### src/rtl/csr_access_sequencer_if.sv
// Bundles the requester handshakes (core, debug) and the CSR file port of csr_access_sequencer.
// The slave modport is the sequencer's view; master is the requester/CSR-file side.
interface csr_access_sequencer_if #(
  parameter int ADDR_WIDTH = 12,
  parameter int DATA_WIDTH = 32
);
  logic                  core_req_valid;
  logic                  core_req_ready;
  logic [1:0]            core_req_op;
  logic [ADDR_WIDTH-1:0] core_req_address;
  logic [DATA_WIDTH-1:0] core_req_operand;
  logic                  core_rsp_valid;
  logic                  core_rsp_ready;
  logic [DATA_WIDTH-1:0] core_rsp_data;
  logic                  core_rsp_illegal;

  logic                  dbg_req_valid;
  logic                  dbg_req_ready;
  logic [1:0]            dbg_req_op;
  logic [ADDR_WIDTH-1:0] dbg_req_address;
  logic [DATA_WIDTH-1:0] dbg_req_operand;
  logic                  dbg_rsp_valid;
  logic                  dbg_rsp_ready;
  logic [DATA_WIDTH-1:0] dbg_rsp_data;
  logic                  dbg_rsp_illegal;

  logic [ADDR_WIDTH-1:0] csr_address;
  logic [DATA_WIDTH-1:0] csr_read_value;
  logic [DATA_WIDTH-1:0] csr_write_value;
  logic                  csr_write_enable;

  modport slave (
    input  core_req_valid, core_req_op, core_req_address, core_req_operand, core_rsp_ready,
    input  dbg_req_valid, dbg_req_op, dbg_req_address, dbg_req_operand, dbg_rsp_ready,
    input  csr_read_value,
    output core_req_ready, core_rsp_valid, core_rsp_data, core_rsp_illegal,
    output dbg_req_ready, dbg_rsp_valid, dbg_rsp_data, dbg_rsp_illegal,
    output csr_address, csr_write_value, csr_write_enable
  );

  modport master (
    output core_req_valid, core_req_op, core_req_address, core_req_operand, core_rsp_ready,
    output dbg_req_valid, dbg_req_op, dbg_req_address, dbg_req_operand, dbg_rsp_ready,
    output csr_read_value,
    input  core_req_ready, core_rsp_valid, core_rsp_data, core_rsp_illegal,
    input  dbg_req_ready, dbg_rsp_valid, dbg_rsp_data, dbg_rsp_illegal,
    input  csr_address, csr_write_value, csr_write_enable
  );
endinterface

### src/rtl/csr_access_sequencer.sv
// Atomic CSRRW/CSRRS/CSRRC sequencer sharing one CSR file port between core and debug requesters.
// Define CSR_SEQ_DEBUG_PORT_EN to let the debug port join round-robin arbitration.
module csr_access_sequencer #(
  parameter int ADDR_WIDTH = 12,
  parameter int DATA_WIDTH = 32
) (
  input logic                  clock,
  input logic                  reset_n,
  csr_access_sequencer_if.slave bus
);
  typedef enum logic [1:0] {S_IDLE, S_READ, S_WRITE, S_RESP} state_t;

  localparam logic [1:0] OP_RES = 2'b00;
  localparam logic [1:0] OP_RW  = 2'b01;
  localparam logic [1:0] OP_RS  = 2'b10;
  localparam logic [1:0] OP_RC  = 2'b11;

  state_t                r_state, w_next_state;
  logic                  r_owner;  // 1 = debug owns the access in flight
  logic [1:0]            r_op;
  logic [ADDR_WIDTH-1:0] r_addr;
  logic [DATA_WIDTH-1:0] r_operand;
  logic [DATA_WIDTH-1:0] r_old;
  logic                  r_illegal;

  logic                  w_grant_core, w_grant_dbg, w_accept;
  logic [1:0]            w_req_op;
  logic [ADDR_WIDTH-1:0] w_req_addr;
  logic [DATA_WIDTH-1:0] w_req_operand;
  logic [DATA_WIDTH-1:0] w_new;
  logic                  w_write_needed, w_illegal, w_rsp_done;

`ifdef CSR_SEQ_DEBUG_PORT_EN
  logic r_last_grant;  // 1 = debug was granted last

  always_comb begin
    if (bus.core_req_valid && bus.dbg_req_valid) begin
      w_grant_core = r_last_grant;
      w_grant_dbg  = !r_last_grant;
    end else begin
      w_grant_core = bus.core_req_valid;
      w_grant_dbg  = bus.dbg_req_valid;
    end
  end

  always_ff @(posedge clock or negedge reset_n) begin
    if (!reset_n)      r_last_grant <= 1'b1;
    else if (w_accept) r_last_grant <= w_grant_dbg;
  end
`else
  logic w_unused_dbg_valid;
  assign w_unused_dbg_valid = bus.dbg_req_valid;
  assign w_grant_core       = bus.core_req_valid;
  assign w_grant_dbg        = 1'b0;
`endif

  assign w_accept      = (r_state == S_IDLE) && (w_grant_core || w_grant_dbg);
  assign w_req_op      = w_grant_dbg ? bus.dbg_req_op      : bus.core_req_op;
  assign w_req_addr    = w_grant_dbg ? bus.dbg_req_address : bus.core_req_address;
  assign w_req_operand = w_grant_dbg ? bus.dbg_req_operand : bus.core_req_operand;

  assign w_write_needed = (r_op == OP_RW) || (r_operand != '0);
  assign w_illegal      = w_write_needed && (r_addr[ADDR_WIDTH-1 -: 2] == 2'b11);
  assign w_rsp_done     = r_owner ? bus.dbg_rsp_ready : bus.core_rsp_ready;

  always_comb begin
    case (r_op)
      OP_RW:   w_new = r_operand;
      OP_RC:   w_new = r_old & ~r_operand;
      default: w_new = r_old | r_operand;
    endcase
  end

  // NOTE: sequential state uses non-blocking assignments so every flop samples pre-edge values.
  always_ff @(posedge clock or negedge reset_n) begin
    if (!reset_n) r_state <= S_IDLE;
    else          r_state <= w_next_state;
  end

  always_ff @(posedge clock or negedge reset_n) begin
    if (!reset_n) begin
      r_owner   <= 1'b0;
      r_op      <= OP_RS;
      r_addr    <= '0;
      r_operand <= '0;
      r_old     <= '0;
      r_illegal <= 1'b0;
    end else begin
      case (r_state)
        S_IDLE: if (w_accept) begin
          r_owner <= w_grant_dbg;
          r_addr  <= w_req_addr;
          // The reserved encoding behaves as a set with a zero operand.
          if (w_req_op == OP_RES) begin
            r_op      <= OP_RS;
            r_operand <= '0;
          end else begin
            r_op      <= w_req_op;
            r_operand <= w_req_operand;
          end
        end
        S_READ:  r_old     <= bus.csr_read_value;
        S_WRITE: r_illegal <= w_illegal;
        default: ;
      endcase
    end
  end

  // NOTE: every output gets a default first so no path through the case infers a latch.
  always_comb begin
    w_next_state         = r_state;
    bus.core_req_ready   = 1'b0;
    bus.dbg_req_ready    = 1'b0;
    bus.core_rsp_valid   = 1'b0;
    bus.core_rsp_data    = '0;
    bus.core_rsp_illegal = 1'b0;
    bus.dbg_rsp_valid    = 1'b0;
    bus.dbg_rsp_data     = '0;
    bus.dbg_rsp_illegal  = 1'b0;
    bus.csr_address      = '0;
    bus.csr_write_value  = '0;
    bus.csr_write_enable = 1'b0;
    case (r_state)
      S_IDLE: begin
        bus.core_req_ready = w_grant_core;
        bus.dbg_req_ready  = w_grant_dbg;
        if (w_accept) w_next_state = S_READ;
      end
      S_READ: begin
        bus.csr_address = r_addr;
        w_next_state    = S_WRITE;
      end
      S_WRITE: begin
        bus.csr_address      = r_addr;
        bus.csr_write_value  = w_new;
        bus.csr_write_enable = w_write_needed && !w_illegal;
        w_next_state         = S_RESP;
      end
      S_RESP: begin
        bus.csr_address = r_addr;
        if (r_owner) begin
          bus.dbg_rsp_valid   = 1'b1;
          bus.dbg_rsp_data    = r_old;
          bus.dbg_rsp_illegal = r_illegal;
        end else begin
          bus.core_rsp_valid   = 1'b1;
          bus.core_rsp_data    = r_old;
          bus.core_rsp_illegal = r_illegal;
        end
        if (w_rsp_done) w_next_state = S_IDLE;
      end
      default: w_next_state = S_IDLE;
    endcase
  end
endmodule

### src/flat_wrapper.sv
// flat-port wrapper written by rule: the top's interface ports become plain ports
module csr_access_sequencer_flat 
#(
  parameter int ADDR_WIDTH = 12,
  parameter int DATA_WIDTH = 32
)
  (clock, reset_n, bus_core_req_valid, bus_core_req_op, bus_core_req_address, bus_core_req_operand, bus_core_rsp_ready, bus_dbg_req_valid, bus_dbg_req_op, bus_dbg_req_address, bus_dbg_req_operand, bus_dbg_rsp_ready, bus_csr_read_value, bus_core_req_ready, bus_core_rsp_valid, bus_core_rsp_data, bus_core_rsp_illegal, bus_dbg_req_ready, bus_dbg_rsp_valid, bus_dbg_rsp_data, bus_dbg_rsp_illegal, bus_csr_address, bus_csr_write_value, bus_csr_write_enable);
  csr_access_sequencer_if #(.ADDR_WIDTH(ADDR_WIDTH), .DATA_WIDTH(DATA_WIDTH)) bus_i ();
  input logic clock;
  input logic reset_n;
  input wire logic [$bits(bus_i.core_req_valid)-1:0] bus_core_req_valid;
  input wire logic [$bits(bus_i.core_req_op)-1:0] bus_core_req_op;
  input wire logic [$bits(bus_i.core_req_address)-1:0] bus_core_req_address;
  input wire logic [$bits(bus_i.core_req_operand)-1:0] bus_core_req_operand;
  input wire logic [$bits(bus_i.core_rsp_ready)-1:0] bus_core_rsp_ready;
  input wire logic [$bits(bus_i.dbg_req_valid)-1:0] bus_dbg_req_valid;
  input wire logic [$bits(bus_i.dbg_req_op)-1:0] bus_dbg_req_op;
  input wire logic [$bits(bus_i.dbg_req_address)-1:0] bus_dbg_req_address;
  input wire logic [$bits(bus_i.dbg_req_operand)-1:0] bus_dbg_req_operand;
  input wire logic [$bits(bus_i.dbg_rsp_ready)-1:0] bus_dbg_rsp_ready;
  input wire logic [$bits(bus_i.csr_read_value)-1:0] bus_csr_read_value;
  output wire logic [$bits(bus_i.core_req_ready)-1:0] bus_core_req_ready;
  output wire logic [$bits(bus_i.core_rsp_valid)-1:0] bus_core_rsp_valid;
  output wire logic [$bits(bus_i.core_rsp_data)-1:0] bus_core_rsp_data;
  output wire logic [$bits(bus_i.core_rsp_illegal)-1:0] bus_core_rsp_illegal;
  output wire logic [$bits(bus_i.dbg_req_ready)-1:0] bus_dbg_req_ready;
  output wire logic [$bits(bus_i.dbg_rsp_valid)-1:0] bus_dbg_rsp_valid;
  output wire logic [$bits(bus_i.dbg_rsp_data)-1:0] bus_dbg_rsp_data;
  output wire logic [$bits(bus_i.dbg_rsp_illegal)-1:0] bus_dbg_rsp_illegal;
  output wire logic [$bits(bus_i.csr_address)-1:0] bus_csr_address;
  output wire logic [$bits(bus_i.csr_write_value)-1:0] bus_csr_write_value;
  output wire logic [$bits(bus_i.csr_write_enable)-1:0] bus_csr_write_enable;
  assign bus_i.core_req_valid = bus_core_req_valid;
  assign bus_i.core_req_op = bus_core_req_op;
  assign bus_i.core_req_address = bus_core_req_address;
  assign bus_i.core_req_operand = bus_core_req_operand;
  assign bus_i.core_rsp_ready = bus_core_rsp_ready;
  assign bus_i.dbg_req_valid = bus_dbg_req_valid;
  assign bus_i.dbg_req_op = bus_dbg_req_op;
  assign bus_i.dbg_req_address = bus_dbg_req_address;
  assign bus_i.dbg_req_operand = bus_dbg_req_operand;
  assign bus_i.dbg_rsp_ready = bus_dbg_rsp_ready;
  assign bus_i.csr_read_value = bus_csr_read_value;
  assign bus_core_req_ready = bus_i.core_req_ready;
  assign bus_core_rsp_valid = bus_i.core_rsp_valid;
  assign bus_core_rsp_data = bus_i.core_rsp_data;
  assign bus_core_rsp_illegal = bus_i.core_rsp_illegal;
  assign bus_dbg_req_ready = bus_i.dbg_req_ready;
  assign bus_dbg_rsp_valid = bus_i.dbg_rsp_valid;
  assign bus_dbg_rsp_data = bus_i.dbg_rsp_data;
  assign bus_dbg_rsp_illegal = bus_i.dbg_rsp_illegal;
  assign bus_csr_address = bus_i.csr_address;
  assign bus_csr_write_value = bus_i.csr_write_value;
  assign bus_csr_write_enable = bus_i.csr_write_enable;
  csr_access_sequencer #(.ADDR_WIDTH(ADDR_WIDTH), .DATA_WIDTH(DATA_WIDTH)) u_core (.clock(clock), .reset_n(reset_n), .bus(bus_i));
endmodule
### config.mk
export PLATFORM = sky130hd
export DESIGN_NAME = csr_access_sequencer_flat
export DESIGN_NICKNAME = d
export VERILOG_FILES = /design/src/rtl/csr_access_sequencer_if.sv /design/src/rtl/csr_access_sequencer.sv /design/src/flat_wrapper.sv
export SDC_FILE = /design/constraint.sdc
export NUM_CORES = 1
export LEC_CHECK = 0
export ABC_AREA = 1
export BUFFER_PORTS_ARGS = -buffer_cell sky130_fd_sc_hd__buf_2
export CAP_MARGIN = 5
export CORE_MARGIN = 5
export CORE_UTILIZATION = 51
export CTS_BUF_LIST = sky130_fd_sc_hd__clkbuf_4 sky130_fd_sc_hd__clkbuf_8
export CTS_CLUSTER_SIZE = 30
export DETAILED_ROUTE_END_ITERATION = 8
export PLACE_DENSITY = 0.95
export SYNTH_ARGS = -nofsm -noshare
export SYNTH_HDL_FRONTEND = slang
export SYNTH_SLANG_ARGS = --single-unit
### constraint.sdc
create_clock -name clock -period 3.8 [get_ports clock]
set_input_delay 0.57 -clock clock [delete_from_list [all_inputs] [get_ports clock]]
set_output_delay 0.57 -clock clock [all_outputs]
set_load 0.02 [all_outputs]
# Yosys cells after proc, flatten, opt, wreduce, memory -nomap -nowiden
# Index checks and enable logic that the tools add are counted.
# op_classes
n_eq_ne	8
n_mux	13
bitwise	3
n_reduce_logical	11
# ops
operator	count
32-bit two-way mux	3
32-bit one-hot mux with 2 select lines	1
32-bit AND	1
32-bit NOT	1
32-bit bitwise OR	1
32-bit nonzero test	1
12-bit two-way mux	1
2-bit equality test (second input constant)	4
2-bit one-hot mux with 4 select lines	1
2-bit two-way mux	3
2-bit by 1-bit equality test with 1-bit output (second input constant)	2
2-bit zero test	2
1-bit two-way mux	4
2-bit by 1-bit != test with 1-bit output (second input constant)	2
2-bit AND reduction	2
1-bit logical AND	3
3-bit OR reduction	1
1-bit zero test	1
1-bit logical OR	1
# totals
reg_bits	81
in_bits	130
out_inout_bits	115
elab_cells	41

# Longest topological paths before layout
# Gate-level depths: netlist of the first run.
# depth
depth_word	6
ltp_mapped	8
depth_no_buf	8

# Worst setup path after synthesis of the first run
# OpenSTA, ideal clock, no wires.
# synth_path
kind	reg-to-output
startpoint	register u_core.r_state[0]
endpoint	output bus_csr_write_value[31]
arrival_time_ps	1357
required_ps	3230
setup_slack_ps	1873
stages_incl_launch_ff	5
n_path_buf	0
path_cell_list	dfrtp_1 > inv_1 > ha_1 > inv_1 > a211oi_1
# synth_via
elab_chain_len	2
# synth_lines
item	line	text
start: declaration	csr_access_sequencer.sv:18	state_t r_state, w_next_state;
start signal: assignment	csr_access_sequencer.sv:77	else r_state <= w_next_state;
2-bit equality test	csr_access_sequencer.sv:123	case (r_state)
32-bit two-way mux	csr_access_sequencer.sv:123	
end: declaration	flat_wrapper.sv:31	output wire logic [$bits(bus_i.csr_write_value)-1:0] bus_csr_write_value;
# Every way passes these cells.

# Final worst setup path of the first run
# layout_path
startpoint	register u_core.r_state[0]
endpoint	output bus_csr_write_value[0]
# Same word-level chain as after synthesis.

==> flow_summary.toml, run 1 <==
[logic_synthesis]
synth-seq-cells = 81
synth_warnings = 0
synthSimpleGateAreaFrac_pct = 12.5
synth_mux_area_share_pct = 7.89
synth_edf_count = 0
netlist_instances = 514
synth_compound_area_share_pct = 19.4
synth_top_family_by_area = "compound AO/OA/AOI/OAI gates"
async_flop_share_pct = 100
avgSynthCellArea_um2 = 9.26
synth_area_mm2 = 0.00476
seq_area_frac_synth_pct = 42.6
synth_xor_area_share_pct = 0
synthFlopType = "dfrtp_1"
ys_types = 33
synth_fa_ha_area_share_pct = 1.31

[floorplan]
die_area_mm2 = 0.0114
core_area_mm2 = 0.00915
die_w_um = 107
die_h_um = 107
num_rows = 35
initial_core_util_pct = 52.0
io_pins = 245

[placement]
gp_congestion = 0.775
dp_hpwl_mm = 8.76
dpl-instance-area_mm2 = 0.00534
io_buffers = 161
dpl.cell_count = 758

[layout]
area_growth_pct = 16.7
regArea_mm2 = 0.00203
layout_commonest_cell = "buf_2"
multiInputGateArea_mm2 = 0.00209
layout_common_cells = "buf_2 (160), nand2_1 (109), dfrtp_1 (80)"
drive_gt1_share_pct = 42.6
antennaDiodeCount = 0
fin_cells = 773
design_area_mm2 = 0.00555
n_fill_cell = 831
fin_nets = 793

[clock_network]
cts_hold_buffers = 0
numCtsBuffers = 9
cts.reportedPaths.clkPinSlew_ns = 0.08
htreeDepth = 3
ctsLongestPathBuffers = 2
postCtsSetupBuffers = 0
cts_tree = "done"
clk_latency_ns = 0.36
cts_resized = 0
cts-root-buf = "clkbuf_8"
cts_num_sinks = 81

[setup_path]
crit_slowest_cell = "inv_2"
path_cells = "inv_1 -> ha_1 -> inv_2 -> a211oi_2 -> buf_2"
max_stage_delay_ns = 0.69
r2r_end = "u_core.r_operand[14]"
worstPathRequired_ns = 3.23
rr_worst_depth = 7
crit-reg2reg-launch = "u_core.r_state[1]"
crit_type = "flip-flop to output port"
end_kind = "output port"
worstPathMaxFanout = 33
rrSetupSlack_ns = 1.57
crit_path_start_kind = "flip-flop"
arrival_ns = 2.12

[timing]
fin_tns_setup_ns = 0
skew_ns = 0.0132
hold_violations = 0
max_freq_mhz = 372
worst_slew_pin_slew_ns = 1.01
period_needed_ns = 2.69
setup_viol = 0
slew_headroom_pct = 32.8
fin_crit_sh_pct = 70.8
slew_viol_final = 0
rsz0062_at_grt = "false"

[global_routing]
overflow = 0
antenna_found_initial = 0
grt_max_degree = 82
grt_pass1_vias = 4074
grt_pass1_wl_mm = 19.3
grt_use_total_pct = 21.0

[drt]
post-route-drc-count = 0
drt_iter0_drc = 248
wl_per_cell_um = 15.6
postRouteAntennaNets = 0
viasPerCell = 5.03
routed-via-count = 3886
dr.pass1.iters = 4
wl_mm = 12.0

[hold_path]
min_path_type = "input port to async pin"

[job]
max_cap_viol_count = 0

[pwr]
peakVddDrop_v = 0.000530
cellLeakagePower_nw = 2.98
fin_total_pwr_mw = 5.24
cellPowerDensity_mw_per_mm2 = 943

[status]
run_status = "complete, no violations"
how the worst max path moves through the flow:
stage | from | end | slack [ns] | cells after the start
2_1_floorplan | u_core.r_state[0] | bus_csr_write_value[31] | 1.87 | 4
3_3_place_gp | u_core.r_state[0] | bus_csr_write_value[8] | 1.53 | 5
3_5_place_dp | u_core.r_state[0] | bus_csr_write_value[8] | 1.49 | 5
4_1_cts | u_core.r_state[0] | bus_csr_write_value[8] | 1.11 | 5
5_1_grt | u_core.r_state[0] | bus_csr_write_value[0] | 1.0 | 5
6_report | u_core.r_state[0] | bus_csr_write_value[0] | 1.11 | 5
cell type report:
type	instances	area share, %
clock buffers	10	2.37
clock inverters	5	1.46
inverters	66	4.51
multi-input cells	336	37.7
flip-flops and latches	81	36.5
well taps	111	2.50
repair buffers	164	15.0
power breakdown:
part	leakage (nW)	switching [mW]	internal [mW]	total (mW)
logic	1.89	1.76	1.07	2.83
clock network	0.106	0.312	0.374	0.686
registers	0.989	0.433	1.29	1.73
Yosys cell counts, types with 2 or more instances:
cell	n	area share (%)
a211oi_2	30	7.9
a21oi_1	7	0.74
a21oi_2	28	5.2
buf_12	2	0.84
buf_2	10	1.1
buf_4	40	6.3
buf_6	9	2.1
clkbuf_1	2	0.16
dfrtp_1	80	42
ha_1	5	1.3
inv_1	63	5.0
inv_2	2	0.16
mux2_2	28	6.6
mux2_4	4	1.3
nand2_1	109	8.6
nand2_2	2	0.26
nand3_1	5	0.53
nor2_1	31	2.4
o21ai_0	13	1.4
o21ai_1	19	2.0
o22ai_1	13	1.7
layer usage:
metal	vias up	track usage, %	wire length [um]
met4	0	6.21	158
met3	14	4.64	787
met2	140	37.8	6230
met5	-	0	0
met1	1850	25.2	4850
li1	1882	-	-
sequential cells by signal, summed over array words and instances, names as in the netlist:
| signal | flops |
|---|---|
| u_core.r_op | 2 |
| u_core.r_state | 2 |
| u_core.r_operand | 32 |
| u_core.r_old | 32 |
| u_core.r_addr | 12 |
| u_core.r_illegal | 1 |
metrics by stage:
stage                     setup slack, ns  utilization (%)  hold slack (ns)
final                                1.11             60.7            0.390
after global routing                0.999             60.7            0.421
after CTS                            1.11             60.7            0.414
after detailed placement             1.49             58.4            0.473
after global placement               1.53             58.4            0.467
after floorplan                      1.87                -            0.274
cells by family (layout without fill, tap and decap cells):
group / Yosys count / count (layout)
other cells: 1 / 35
flops: 81 / 81
buf+inv: 131 / 245
compound gates: 113 / 113
fa+ha+maj: 5 / 5
mux: 32 / 32
simple gates: 151 / 151
worst max-delay path, delay by kind of cell, from the launching register on:
kind	cells	cell delay, ns
compound gates	1	0.12
fa+ha+maj	1	0.26
buf+inv	3	1.00
flops	1	0.39
Power figures use the tool's default switching activity.
==> run 2: changes to the inputs <==
--- a/config.mk
+++ b/config.mk
@@ -9,11 +9,11 @@
 export BUFFER_PORTS_ARGS = -buffer_cell sky130_fd_sc_hd__buf_2
 export CAP_MARGIN = 5
 export CORE_MARGIN = 5
-export CORE_UTILIZATION = 51
+export CORE_UTILIZATION = 47
 export CTS_BUF_LIST = sky130_fd_sc_hd__clkbuf_4 sky130_fd_sc_hd__clkbuf_8
 export CTS_CLUSTER_SIZE = 30
 export DETAILED_ROUTE_END_ITERATION = 8
-export PLACE_DENSITY = 0.95
+export PLACE_DENSITY = 0.89
 export SYNTH_ARGS = -nofsm -noshare
 export SYNTH_HDL_FRONTEND = slang
 export SYNTH_SLANG_ARGS = --single-unit
==> constraint.sdc (replaced) <==
create_clock -name clock -period 2.7 [get_ports clock]
set_input_delay 0.405 -clock clock [delete_from_list [all_inputs] [get_ports clock]]
set_output_delay 0.405 -clock clock [all_outputs]
set_load 0.02 [all_outputs]
==> flow_summary.toml, run 2 (synthesized netlist as in run 1, its figures left out) <==
[status]
run_status = "complete, no violations"

[setup_path]
end_kind = "output port"
path_cells = "inv_1 -> ha_1 -> inv_2 -> buf_12 -> a211oi_1 -> buf_2"
arrival_ns = 2.05
worst_path_dominant_cell_family = "buffers and inverters"
crit_slowest_cell = "dfrtp_1"
worstPathMaxFanout = 21
max_stage_delay_ns = 0.41
worstPathRequired_ns = 2.30
crit_path_start_kind = "flip-flop"
crit_type = "flip-flop to output port"
cp_num_buf_inv = 4

[drt]
wl_met2_mm = 6.12
wl_per_cell_um = 15.1
routed-via-count = 3923
postRouteAntennaNets = 0
dr_wl_met3_um = 879
wl_met1_mm = 4.90
dr.pass1.iters = 4
highest_layer = "met4"
viasPerCell = 4.89
post-route-drc-count = 0
drt_iter0_drc = 176
wl_mm = 12.1

[timing]
slew_viol_final = 0
fin_tns_setup_ns = 0
holdWs_ns = 0.0371
rsz0062_at_grt = "false"
slew_headroom_pct = 62.4
skew_ns = 0.0135
period_needed_ns = 2.46
worst_slew_pin_slew_ns = 0.564
setup_viol = 0
max_freq_mhz = 407
fin_crit_sh_pct = 91.1
hold_violations = 0

[global_routing]
grt_use_total_pct = 19.3
antenna_found_initial = 0
grt_max_degree = 48
overflow = 0
grt_pass1_wl_mm = 19.5
grt_pass1_vias = 3958

[placement]
dpl-instance-area_mm2 = 0.00548
io_buffers = 161
gp_congestion = 0.857
dp_hpwl_mm = 9.04

[layout]
n_fill_cell = 900
area_growth_pct = 19.0
largest_registers = "u_core.r_old x32, u_core.r_operand x32, u_core.r_addr x12"
drive_gt1_share_pct = 43.2
fin_nets = 799
design_area_mm2 = 0.00566
layout_commonest_cell = "buf_2"
layout_common_cells = "buf_2 (160), nand2_1 (109), dfrtp_1 (80)"
regArea_mm2 = 0.00203
multiInputGateArea_mm2 = 0.00209
antennaDiodeCount = 0

[clock_network]
cts_hold_buffers = 0
cts-root-buf = "clkbuf_8"
ctsLongestPathBuffers = 2
cts.reportedPaths.clkPinSlew_ns = 0.09
postCtsSetupBuffers = 0
cts_resized = 0
cts_num_sinks = 81
cts_tree = "done"
numCtsBuffers = 9
clk_latency_ns = 0.33
htreeDepth = 3

[floorplan]
die_area_mm2 = 0.0122
die_w_um = 111
die_h_um = 111
num_rows = 36
initial_core_util_pct = 48.5
core_area_mm2 = 0.00982
io_pins = 245

[hold_path]
min_path_type = "input port to async pin"

[pwr]
cellLeakagePower_nw = 3.03
cellPowerDensity_mw_per_mm2 = 1300
fin_total_pwr_mw = 7.36
peakVddDrop_v = 0.000700

[job]
max_cap_viol_count = 0
run 2: path summary, 6_finish.rpt:
path	startpoint	end	slack (ns)	depth (start not counted)
max	u_core.r_state[0]	bus_csr_write_value[31]	0.24	6
min	reset_n	u_core.r_old[0]	0.04	1
max reg2reg	u_core.r_state[0]	u_core.r_operand[14]	0.86	7
min reg2reg	u_core.r_illegal	u_core.r_illegal	0.49	2
max in group asynchronous	reset_n	u_core.r_old[14]	2.03	2
min in group clock	bus_core_req_address[5]	u_core.r_addr[5]	0.27	3
run 2: through the flow:
step	cells	util, %	setup slack [ns]
after floorplan	548	-	0.938
after global placement	786	55.8	0.690
after detailed placement	786	55.8	0.613
after CTS	802	57.7	0.218
after global routing	802	57.7	0.0938
final	802	57.7	0.241
run 2: area by class of cell:
cell class,instances,area share [%]
multi-input cells,336,37.0
flip-flops and latches,81,35.8
repair buffers,170,16.6
inverters,66,4.42
well taps,133,2.94
clock buffers,12,2.81
clock inverters,4,0.486
run 2: metal layers:
layer  global-route usage, %  up-vias
li1                        -     1899
met1                    22.7     1845
met2                    33.6      160
met3                    5.63       19
met4                    6.24        0
met5                       0        -
run 2: where the power goes:
| group | switching (mW) | internal (mW) |
|---|---|---|
| clock | 0.431 | 0.396 |
| combinational | 2.48 | 1.61 |
| sequential | 0.615 | 1.82 |
| total | 3.53 | 3.83 |
run 2: worst reg2reg max path, delay by kind of cell (launching register included):
family	cells	cell delay, ns
buffers and inverters	3	0.85
DFF	1	0.41
adders and majority gates	1	0.21
and+or+nand+nor	2	0.18
AOI/OAI and AO/OA	1	0.12
